--- config.mk ---
export PLATFORM = sky130hd
export DESIGN_NAME = vec_exe_sequencer
export DESIGN_NICKNAME = d
export VERILOG_FILES = /design/src/rtl/vec_exe_pkg.sv /design/src/rtl/vec_lane_alu.sv /design/src/rtl/vec_exe_sequencer.sv
export SDC_FILE = /design/constraint.sdc
export NUM_CORES = 1
export LEC_CHECK = 0
export BUFFER_PORTS_ARGS = -buffer_cell sky130_fd_sc_hd__buf_2
export CAP_MARGIN = 40
export CELL_PAD_IN_SITES_DETAIL_PLACEMENT = 0
export CELL_PAD_IN_SITES_GLOBAL_PLACEMENT = 1
export CORE_MARGIN = 8
export CORE_UTILIZATION = 39
export CTS_CLUSTER_DIAMETER = 200
export CTS_CLUSTER_SIZE = 14
export DETAILED_ROUTE_END_ITERATION = 10
export GPL_ROUTABILITY_DRIVEN = 0
export PLACE_DENSITY = 0.86
export RECOVER_POWER = 50
export SLEW_MARGIN = 20
export SYNTH_ARGS = -nofsm -noshare
export SYNTH_HDL_FRONTEND = slang
export SYNTH_SLANG_ARGS = --single-unit
--- constraint.sdc ---
create_clock -name clk -period 10.9 [get_ports clk]
set_input_delay 2.725 -clock clk [delete_from_list [all_inputs] [get_ports clk]]
set_output_delay 2.725 -clock clk [all_outputs]
set_load 0.01 [all_outputs]
--- src/rtl/vec_exe_pkg.sv ---
// Shared types and constants for the vector execute sequencer.
package vec_exe_pkg;

    localparam int WIDTH = 16;
    localparam int LANES = 4;

    typedef enum logic [3:0] {
        ALU_ADD = 4'd0,
        ALU_SUB = 4'd1,
        ALU_AND = 4'd2,
        ALU_OR  = 4'd3,
        ALU_XOR = 4'd4,
        ALU_SLL = 4'd5,
        ALU_SRL = 4'd6,
        ALU_ROL = 4'd7,
        ALU_ROR = 4'd8
    } alu_op_e;

    // state   | meaning
    // IDLE    | accepting: scalars complete here, vectors are captured
    // RUN     | lanes 0..2 evaluated one per cycle into the lane buffer
    // DONE    | lane 3 evaluated and the whole bundle loaded to outputs
    typedef enum logic [1:0] {
        ST_IDLE = 2'd0,
        ST_RUN  = 2'd1,
        ST_DONE = 2'd2
    } state_e;

endpackage

--- src/rtl/vec_lane_alu.sv ---
// Shared combinational ALU used by both scalar and lane-serial vector ops.
module vec_lane_alu
    import vec_exe_pkg::*;
#(
    parameter int WIDTH = 16
) (
    input  logic [WIDTH-1:0] op1,
    input  logic [WIDTH-1:0] op2,
    input  logic [3:0]       alu_control,
    output logic [WIDTH-1:0] result
);

    logic [3:0]         amount;
    logic [2*WIDTH-1:0] rol_dbl;
    logic [2*WIDTH-1:0] ror_dbl;

    // Rotates are taken from a doubled operand so no wrap-around logic is needed.
    always_comb begin
        amount  = op2[3:0];
        rol_dbl = {op1, op1} << amount;
        ror_dbl = {op1, op1} >> amount;
        case (alu_control)
            ALU_ADD: result = op1 + op2;
            ALU_SUB: result = op1 - op2;
            ALU_AND: result = op1 & op2;
            ALU_OR:  result = op1 | op2;
            ALU_XOR: result = op1 ^ op2;
            ALU_SLL: result = op1 << amount;
            ALU_SRL: result = op1 >> amount;
            ALU_ROL: result = rol_dbl[2*WIDTH-1:WIDTH];
            ALU_ROR: result = ror_dbl[WIDTH-1:0];
            default: result = op1;
        endcase
    end

endmodule

--- src/rtl/vec_exe_sequencer.sv ---
// Execute stage: scalar ops in one cycle, vector ops lane-serially on one ALU.
module vec_exe_sequencer
    import vec_exe_pkg::*;
#(
    parameter int WIDTH = 16,
    parameter int LANES = 4,
    parameter int RD_W  = 4
) (
    input  logic             clk,
    input  logic             reset,
    input  logic             vec_in,
    input  logic             regWrite_in,
    input  logic             memWrite_in,
    input  logic             branch_in,
    input  logic             resultSrc_in,
    input  logic             updateCount_in,
    input  logic [3:0]       aluControl_in,
    input  logic [RD_W-1:0]  rd_in,
    input  logic [WIDTH-1:0] op1_in,
    input  logic [WIDTH-1:0] op2_in,
    input  logic [WIDTH-1:0] op01_in,
    input  logic [WIDTH-1:0] op02_in,
    input  logic [WIDTH-1:0] op11_in,
    input  logic [WIDTH-1:0] op12_in,
    input  logic [WIDTH-1:0] op21_in,
    input  logic [WIDTH-1:0] op22_in,
    input  logic [WIDTH-1:0] op31_in,
    input  logic [WIDTH-1:0] op32_in,
    input  logic             hold_in,
    output logic             stall,
    output logic             out_valid,
    output logic [WIDTH-1:0] res_out,
    output logic [WIDTH-1:0] res0_out,
    output logic [WIDTH-1:0] res1_out,
    output logic [WIDTH-1:0] res2_out,
    output logic [WIDTH-1:0] res3_out,
    output logic [RD_W-1:0]  rd_out,
    output logic             vec_out,
    output logic             regWrite_out,
    output logic             memWrite_out,
    output logic             resultSrc_out,
    output logic             updateCount_out,
    output logic             branch_taken_out
);

    localparam int CNT_W = $clog2(LANES);
    // Last lane handled in RUN; the final lane is evaluated in DONE.
    localparam logic [CNT_W-1:0] LAST_RUN = CNT_W'(LANES - 2);

    state_e             state, state_nxt;
    logic [CNT_W-1:0]   lane_cnt;
    logic [WIDTH-1:0]   a_q [LANES];
    logic [WIDTH-1:0]   b_q [LANES];
    logic [WIDTH-1:0]   lane_buf [LANES-1];
    logic [3:0]         ctrl_q;
    logic [RD_W-1:0]    rd_q;
    logic               rw_q, mw_q, rs_q, uc_q, bt_q;

    logic               valid_in;
    logic               accept_scalar, accept_vec, lane_step, finish;
    logic [WIDTH-1:0]   alu_a, alu_b, alu_res;
    logic [3:0]         alu_ctrl;

    assign valid_in = regWrite_in | memWrite_in | branch_in | updateCount_in;
    assign stall    = (state != ST_IDLE) | hold_in;

    // State register.
    always_ff @(posedge clk or posedge reset) begin
        if (reset) state <= ST_IDLE;
        else       state <= state_nxt;
    end

    // Next state and datapath strobes; everything freezes while held.
    always_comb begin
        state_nxt     = state;
        accept_scalar = 1'b0;
        accept_vec    = 1'b0;
        lane_step     = 1'b0;
        finish        = 1'b0;
        if (!hold_in) begin
            case (state)
                ST_IDLE: begin
                    if (valid_in) begin
                        if (vec_in) begin
                            accept_vec = 1'b1;
                            state_nxt  = ST_RUN;
                        end else begin
                            accept_scalar = 1'b1;
                        end
                    end
                end
                ST_RUN: begin
                    lane_step = 1'b1;
                    if (lane_cnt == LAST_RUN) state_nxt = ST_DONE;
                end
                ST_DONE: begin
                    finish    = 1'b1;
                    state_nxt = ST_IDLE;
                end
                default: state_nxt = ST_IDLE;
            endcase
        end
    end

    // ALU operands: live scalar inputs in IDLE, captured lane pair otherwise.
    always_comb begin
        if (state == ST_IDLE) begin
            alu_a    = op1_in;
            alu_b    = op2_in;
            alu_ctrl = aluControl_in;
        end else begin
            alu_a    = a_q[lane_cnt];
            alu_b    = b_q[lane_cnt];
            alu_ctrl = ctrl_q;
        end
    end

    vec_lane_alu #(.WIDTH(WIDTH)) u_alu (
        .op1         (alu_a),
        .op2         (alu_b),
        .alu_control (alu_ctrl),
        .result      (alu_res)
    );

    // Capture, lane buffer and output registers.
    always_ff @(posedge clk or posedge reset) begin
        if (reset) begin
            lane_cnt         <= '0;
            ctrl_q           <= '0;
            rd_q             <= '0;
            {rw_q, mw_q, rs_q, uc_q, bt_q} <= '0;
            for (int i = 0; i < LANES; i++) begin
                a_q[i] <= '0;
                b_q[i] <= '0;
            end
            for (int i = 0; i < LANES - 1; i++) lane_buf[i] <= '0;
            out_valid        <= 1'b0;
            res_out          <= '0;
            res0_out         <= '0;
            res1_out         <= '0;
            res2_out         <= '0;
            res3_out         <= '0;
            rd_out           <= '0;
            vec_out          <= 1'b0;
            regWrite_out     <= 1'b0;
            memWrite_out     <= 1'b0;
            resultSrc_out    <= 1'b0;
            updateCount_out  <= 1'b0;
            branch_taken_out <= 1'b0;
        end else if (!hold_in) begin
            out_valid <= accept_scalar | finish;
            if (accept_scalar) begin
                res_out          <= alu_res;
                rd_out           <= rd_in;
                vec_out          <= 1'b0;
                regWrite_out     <= regWrite_in;
                memWrite_out     <= memWrite_in;
                resultSrc_out    <= resultSrc_in;
                updateCount_out  <= updateCount_in;
                branch_taken_out <= branch_in & (op1_in == op2_in);
            end
            if (accept_vec) begin
                a_q[0]   <= op01_in;  b_q[0] <= op02_in;
                a_q[1]   <= op11_in;  b_q[1] <= op12_in;
                a_q[2]   <= op21_in;  b_q[2] <= op22_in;
                a_q[3]   <= op31_in;  b_q[3] <= op32_in;
                ctrl_q   <= aluControl_in;
                rd_q     <= rd_in;
                rw_q     <= regWrite_in;
                mw_q     <= memWrite_in;
                rs_q     <= resultSrc_in;
                uc_q     <= updateCount_in;
                bt_q     <= branch_in & (op1_in == op2_in);
                lane_cnt <= '0;
            end
            if (lane_step) begin
                lane_buf[lane_cnt] <= alu_res;
                lane_cnt           <= lane_cnt + 1'b1;
            end
            if (finish) begin
                res0_out         <= lane_buf[0];
                res1_out         <= lane_buf[1];
                res2_out         <= lane_buf[2];
                res3_out         <= alu_res;
                rd_out           <= rd_q;
                vec_out          <= 1'b1;
                regWrite_out     <= rw_q;
                memWrite_out     <= mw_q;
                resultSrc_out    <= rs_q;
                updateCount_out  <= uc_q;
                branch_taken_out <= bt_q;
                lane_cnt         <= '0;
            end
        end
    end

endmodule

==> results.md, run 1 <==
* Status: finished with violations
* Failing checks: capacitance limit, slew limit
* Reg clk slew, reported paths at 70 ps
* Post-CTS Repair Setup Buffers at 0
* Layout cells sized above 1 at 17.7%
* Final Max Tran Viols at 318
* Clock latency on the worst-skew pair at 570 ps
* M3 GR Usage at 6.29%
* Vias/cell at 5.67
* DP Wirelength at 43600 um
* Clock buffer depth at 3
* Vias at 15500
* Fin crit period at 7840 ps
* Total Wirelength at 58700 um
* Worst EP arrival at 7470 ps
* Worst hold endpoint: res2_out[9]
* TNS Setup at 0 ps
* Met2 Use GR at 35.8%
* Ys async rst share at 100%
* Crit path cell chain: clkbuf_1 > clkinvlp_2 > clkbuf_1
* I/O Pins at 269
* Reg-to-reg setup timing slack at 4450 ps
* Clock Sink Count at 284
* Total number of yosys warnings at 0
* Fin crit share at 71.9%
* WHS at 446 ps
* Global-route wire length before repair at 91500 um
* Crit. End Element: asynchronous set/reset pin
* Post-synth EDFFs at 0
* Synth Instances at 1945
* Filler cells at 4271
* R2r endpoint: res3_out[15]
* Antenna viol nets, final at 0
* Final Hold Fails at 0
* Area of the die at 50200 um^2
* Endpoints failing setup at 0
* Hold Crit Class: flop to flop
* WP data required at 10530 ps
* Min-Delay Startpoint: lane_buf[9]
* Post-CTS Resized at 0
* Wire per inst at 21.4 um
* Number of antenna violations at the first check in global routing at 13
* Max-cap viol count at 5
* Commonest non-fill, non-tap cell in the layout: nand2_1
* Most frequent cells in the layout: nand2_1, dfrtp_1, buf_2
* Post-layout net count at 2381
* Grt peak-use layer: met2
* First drt pass iteration count at 8
* Finished Cell Area at 19200 um^2
* Met1 usage at 29.8%
* Post-synth cell types at 97
* CTS buffer count at 24
* RR Startpoint: lane_cnt[1]
* Port bufs at 268
* Critical Path Source Type: primary input
* Crit path launch: reset
* Largest area contributor in the netlist: dfrtp_1
* Die W at 224 um
* H-tree levels at 1
* # hold bufs at CTS at 0
* Slew HR at -196%
* Die Y at 224 um
* Synth Flop Type: dfrtp_1
* Post-Route Skew at 35.4 ps
* Mapped Area at 16900 um^2
* Multi-input logic area at 8970 um^2
* Syn Nets at 2175
* WHS Path Cells at 2
* CTS tree: built
* FP Rows at 76
* Register bit count reported by yosys at 284
* Unrepaired setup endpoints after global routing: false
* Vias in the first global route at 15700
* Post-synthesis sequential area ratio at 42.1%
* Final Util at 44.7%
* Worst path most repeated cell: clkbuf_1
* CP max FO at 95
* Fmax at 0.128 GHz
* Area after DPL at 18600 um^2
* Mapped Avg Cell Area at 8.68 um^2
* Register area at 7110 um^2
* Synth area leaders: dfrtp_1, nand2_1, ha_1
* Worst-Margin Slew at 4410 ps
* Core Region at 42900 um^2
* Root Buffer: clkbuf_16
* Largest net degree at the start of global routing at 96
* Residual DRC at 0
* Worst stage delay on the critical path at 2420 ps
* Global Route Usage Sum at 22.9%
* Post-synth top area share at 42.1%
* WS Path Type: primary input to asynchronous set/reset pin
* Synth-to-layout area growth at 13.7%
* Starting Density at 39.4%
* Initial DRC count at 1931
* Worst path slowest cell: clkinvlp_2
* R2R depth at 18
* Grt total ovfl at 0
[final cells by class]
class	instances	share of cell area, %
multi-input cells	1498	46.7
clock inverters	2	0.144
well taps	585	3.82
clock buffers	25	3.15
inverters	44	0.874
diodes	3	0.0391
flip-flops and latches	284	37.1
repair buffers	299	8.15
[worst max-delay path by stage]
stage,cells after the start,end
6_report,3,lane_cnt[1]
5_1_grt,3,lane_cnt[1]
4_1_cts,17,res3_out[15]
3_5_place_dp,16,lane_buf[15]
3_3_place_gp,16,res_out[15]
2_1_floorplan,1,a_q[0]
[flip-flops by register name (all words and copies together), names as in the netlist, 16 cells and up]
signal    count
a_q          64
b_q          64
lane_buf     48
res0_out     16
res1_out     16
res2_out     16
res3_out     16
res_out      16
[kinds of logic after synthesis]
| family | after synthesis | synth area share, % |
|---|---|---|
| compound gates | 341 | 14.7 |
| fa+ha+maj | 53 | 3.97 |
| flops | 284 | 42.1 |
| xor+xnor | 41 | 2.13 |
| simple gates | 955 | 23.7 |
| buf+inv | 163 | 4.82 |
| mux | 108 | 8.56 |
[worst max-delay path, delay by kind of cell]
kind	cells	cell delay, ps
buf+inv	3	4720
[synthesized netlist by cell type (21+ instances only)]
library cell / instances
a21oi_1: 33
buf_2: 21
clkbuf_1: 72
dfrtp_1: 284
ha_1: 52
inv_1: 34
mux2i_1: 55
nand2_1: 700
nand3_1: 79
nor2_1: 62
nor3_1: 32
o21ai_0: 77
o21ai_1: 34
xnor2_1: 36
[layer usage]
metal | part of all wire, % | wire length (um)
met1 | 42 | 24500
met4 | 4.4 | 2580
met3 | 9.7 | 5720
met5 | 0.25 | 145
met2 | 44 | 25800
[metrics by stage]
stage	instances	setup slack [ps]
final	2740	3060
after CTS	2736	3870
after global routing	2738	1740
after floorplan	1945	339
after detailed placement	2709	3340
after global placement	2702	3250
Power of run 1 is not shown: default switching activity piles up to over one toggle a cycle in this logic, so the estimate is an artifact.
==> run 2, diff against run 1 <==
==> constraint.sdc (replaced) <==
create_clock -name clk -period 6.65 [get_ports clk]
set_input_delay 1.6625 -clock clk [delete_from_list [all_inputs] [get_ports clk]]
set_output_delay 1.6625 -clock clk [all_outputs]
set_load 0.01 [all_outputs]
==> run 2 against run 1 <==
First-iteration DRC count shrank 1.1%; hold slack gained 14 ps; global-route usage shrank 0.64 points; the flow still finishes with violations (capacitance limit, slew limit); flip-flop and latch count is the same.
==> results.md, run 2 (synthesis gave the netlist of run 1 again) <==
* Status: finished with violations
* Failing checks: capacitance limit, slew limit
* Max-cap viol count at 3 (-2)
* Unrepaired setup endpoints after global routing: false
* Number of antenna violations at the first check in global routing at 14 (+1)
* Wire per inst at 20.8 um (-3.1%)
* Vias at 15400 (-0.70%)
* Most frequent cells in the layout: nand2_1, dfrtp_1, buf_2
* Fin crit share at 85.8%
* CTS buffer count at 24 (unchanged)
* Core Region at 42900 um^2 (unchanged)
* Layout cells sized above 1 at 20.5% (+2.7 points)
* Commonest non-fill, non-tap cell in the layout: nand2_1
* R2R depth at 19 (+1)
* Finished Cell Area at 19400 um^2 (+0.95%)
* Initial DRC count at 1909 (-1.1%)
* Vias in the first global route at 15400 (-1.4%)
* Clock Sink Count at 284 (unchanged)
* H-tree levels at 1 (unchanged)
* Worst stage delay on the critical path at 730 ps (-1690 ps)
* Placed instance count at 2721 (+0.44%)
* Antenna viol nets, final at 0 (unchanged)
* CP max FO at 36 (-62%)
* Global-route wire length before repair at 88900 um (-2.7%)
* Clock buffer depth at 3 (unchanged)
* Starting Density at 39.4% (unchanged)
* Crit. End Element: flop
* Worst-Margin Slew at 3710 ps (-703 ps)
* WP data required at 7070 ps (-3460 ps)
* Reg-to-reg setup timing slack at 950 ps (-3500 ps)
* Post-layout net count at 2395 (+0.59%)
* CP Capture Point: res_out[14]
* Port bufs at 268 (unchanged)
* R2r endpoint: res_out[14]
* Cell count along the critical path at 19 (+16)
* Endpoints failing setup at 0 (unchanged)
* Die W at 224 um (unchanged)
* Largest net degree at the start of global routing at 153 (+59%)
* Fmax at 0.175 GHz
* Min-Delay Startpoint: lane_buf[19]
* RR Startpoint: state[1]
* I/O Pins at 269 (unchanged)
* Total Wirelength at 57200 um (-2.5%)
* Critical Path Source Type: flop
* Post-CTS Repair Setup Buffers at 0 (unchanged)
* Slew HR at -147% (+49 points)
* Top delay family on crit path: compound AO/OA/AOI/OAI gates
* Largest registers: a_q: 64 flops, b_q: 64 flops, lane_buf: 48 flops
* Residual DRC at 0 (unchanged)
* Clock latency on the worst-skew pair at 560 ps (about the same)
* Setup ws final at 945 ps (-2120 ps)
* # hold bufs at CTS at 0 (unchanged)
* Filler cells at 4217 (-1.3%)
* Global Route Usage Sum at 22.2% (-0.64 points)
* Grt total ovfl at 0 (unchanged)
* CP bufs+invs at 2 (-1)
* Fin crit period at 5700 ps
* Root Buffer: clkbuf_16
* FP Rows at 76 (unchanged)
* First drt pass iteration count at 9 (+1)
* WS Path Type: flop to flop
* Hold Crit Class: flop to flop
* DP Wirelength at 42800 um (-1.9%)
* Worst path slowest cell: dfrtp_1
* Final Hold Fails at 0 (unchanged)
* Worst EP arrival at 6120 ps (-1350 ps)
* Synth-to-layout area growth at 14.7%
* Vias/cell at 5.60 (-1.2%)
* Die Y at 224 um (unchanged)
* Crit path launch: state[1]
* Final cell count without fillers at 2755 (+0.55%)
* CTS tree: built
* Final Max Tran Viols at 362 (+14%)
* Area of the die at 50200 um^2 (unchanged)
* Pre-CTS setup slack at 659 ps (-2680 ps)
* Area after DPL at 18700 um^2 (+0.56%)
* Post-Route Skew at 43.3 ps (+7.88 ps)
* Crit path cell chain: buf_4 > o21a_1 > nand2_1 > nand3_4 > buf_4 > nand4_1 > or2_1 > nor2_1 > a21oi_1 > xnor2_1 > ha_1 > a21o_1 > a21oi_1 > o21ai_0 > a222oi_1 > o311ai_1 > o22ai_1 > a31oi_2 > mux2_2
* Reg clk slew, reported paths at 70 ps (about the same)
* TNS Setup at 0 ps (unchanged)
* Post-CTS Resized at 0 (unchanged)
-- run 2: cell types whose count changed in the layout (fill, tap and decap cells not counted), moves of 2 or more --
cell,before,now
clkbuf_1,50,4
buf_2,224,267
buf_4,20,33
buf_8,1,4
buf_16,2,0
clkbuf_2,0,2
-- run 2: worst min-delay path by stage --
| stage | endpoint | slack, ps | cells past startpoint |
|---|---|---|---|
| after floorplan | res0_out[14] | 430 | 2 |
| after global placement | res1_out[3] | 450 | 2 |
| after detailed placement | res1_out[3] | 460 | 2 |
| after CTS | res1_out[3] | 470 | 2 |
| after global routing | resultSrc_out | 490 | 2 |
| final | res1_out[3] | 460 | 2 |
-- run 2: final cells by class --
| cell class | instances | area (um^2) | area share [%] |
|---|---|---|---|
| antenna | 4 | 10.0 | 0.0517 |
| clock buffer | 26 | 629 | 3.25 |
| clock inverter | 1 | 11.3 | 0.0582 |
| inverter | 44 | 168 | 0.866 |
| multi-input combinational | 1498 | 8980 | 46.4 |
| sequential | 284 | 7110 | 36.7 |
| tap | 585 | 732 | 3.78 |
| timing repair buffer | 313 | 1720 | 8.90 |
-- run 2: worst register-to-register path, stage by stage, from the launching register on --
cell and delay [ps]:
dfrtp_1 730, buf_4 340, o21a_1 570, nand2_1 250, nand3_4 160, buf_4 370
nand4_1 240, or2_1 300, nor2_1 150, a21oi_1 110, xnor2_1 170, ha_1 340
a21o_1 210, a21oi_1 290, o21ai_0 170, a222oi_1 310, o311ai_1 160, o22ai_1 210
a31oi_2 170, mux2_2 340
-- run 2: metal layers --
layer	global-route usage, %	up-vias	part of all wire [%]
li1	-	7156	-
met1	29.1	7299	42
met2	34.7	731	44
met3	5.91	210	9.2
met4	8.96	20	4.8
met5	0.0977	-	0.20
-- run 2: through the flow --
step           hold slack [ps]  util, %
2_1_floorplan              433        -
3_3_place_gp               451     43.5
3_5_place_dp               456     43.7
4_1_cts                    467     45.2
5_1_grt                    486     45.1
6_report                   460     45.1
Power of run 2 is left out for the same reason.
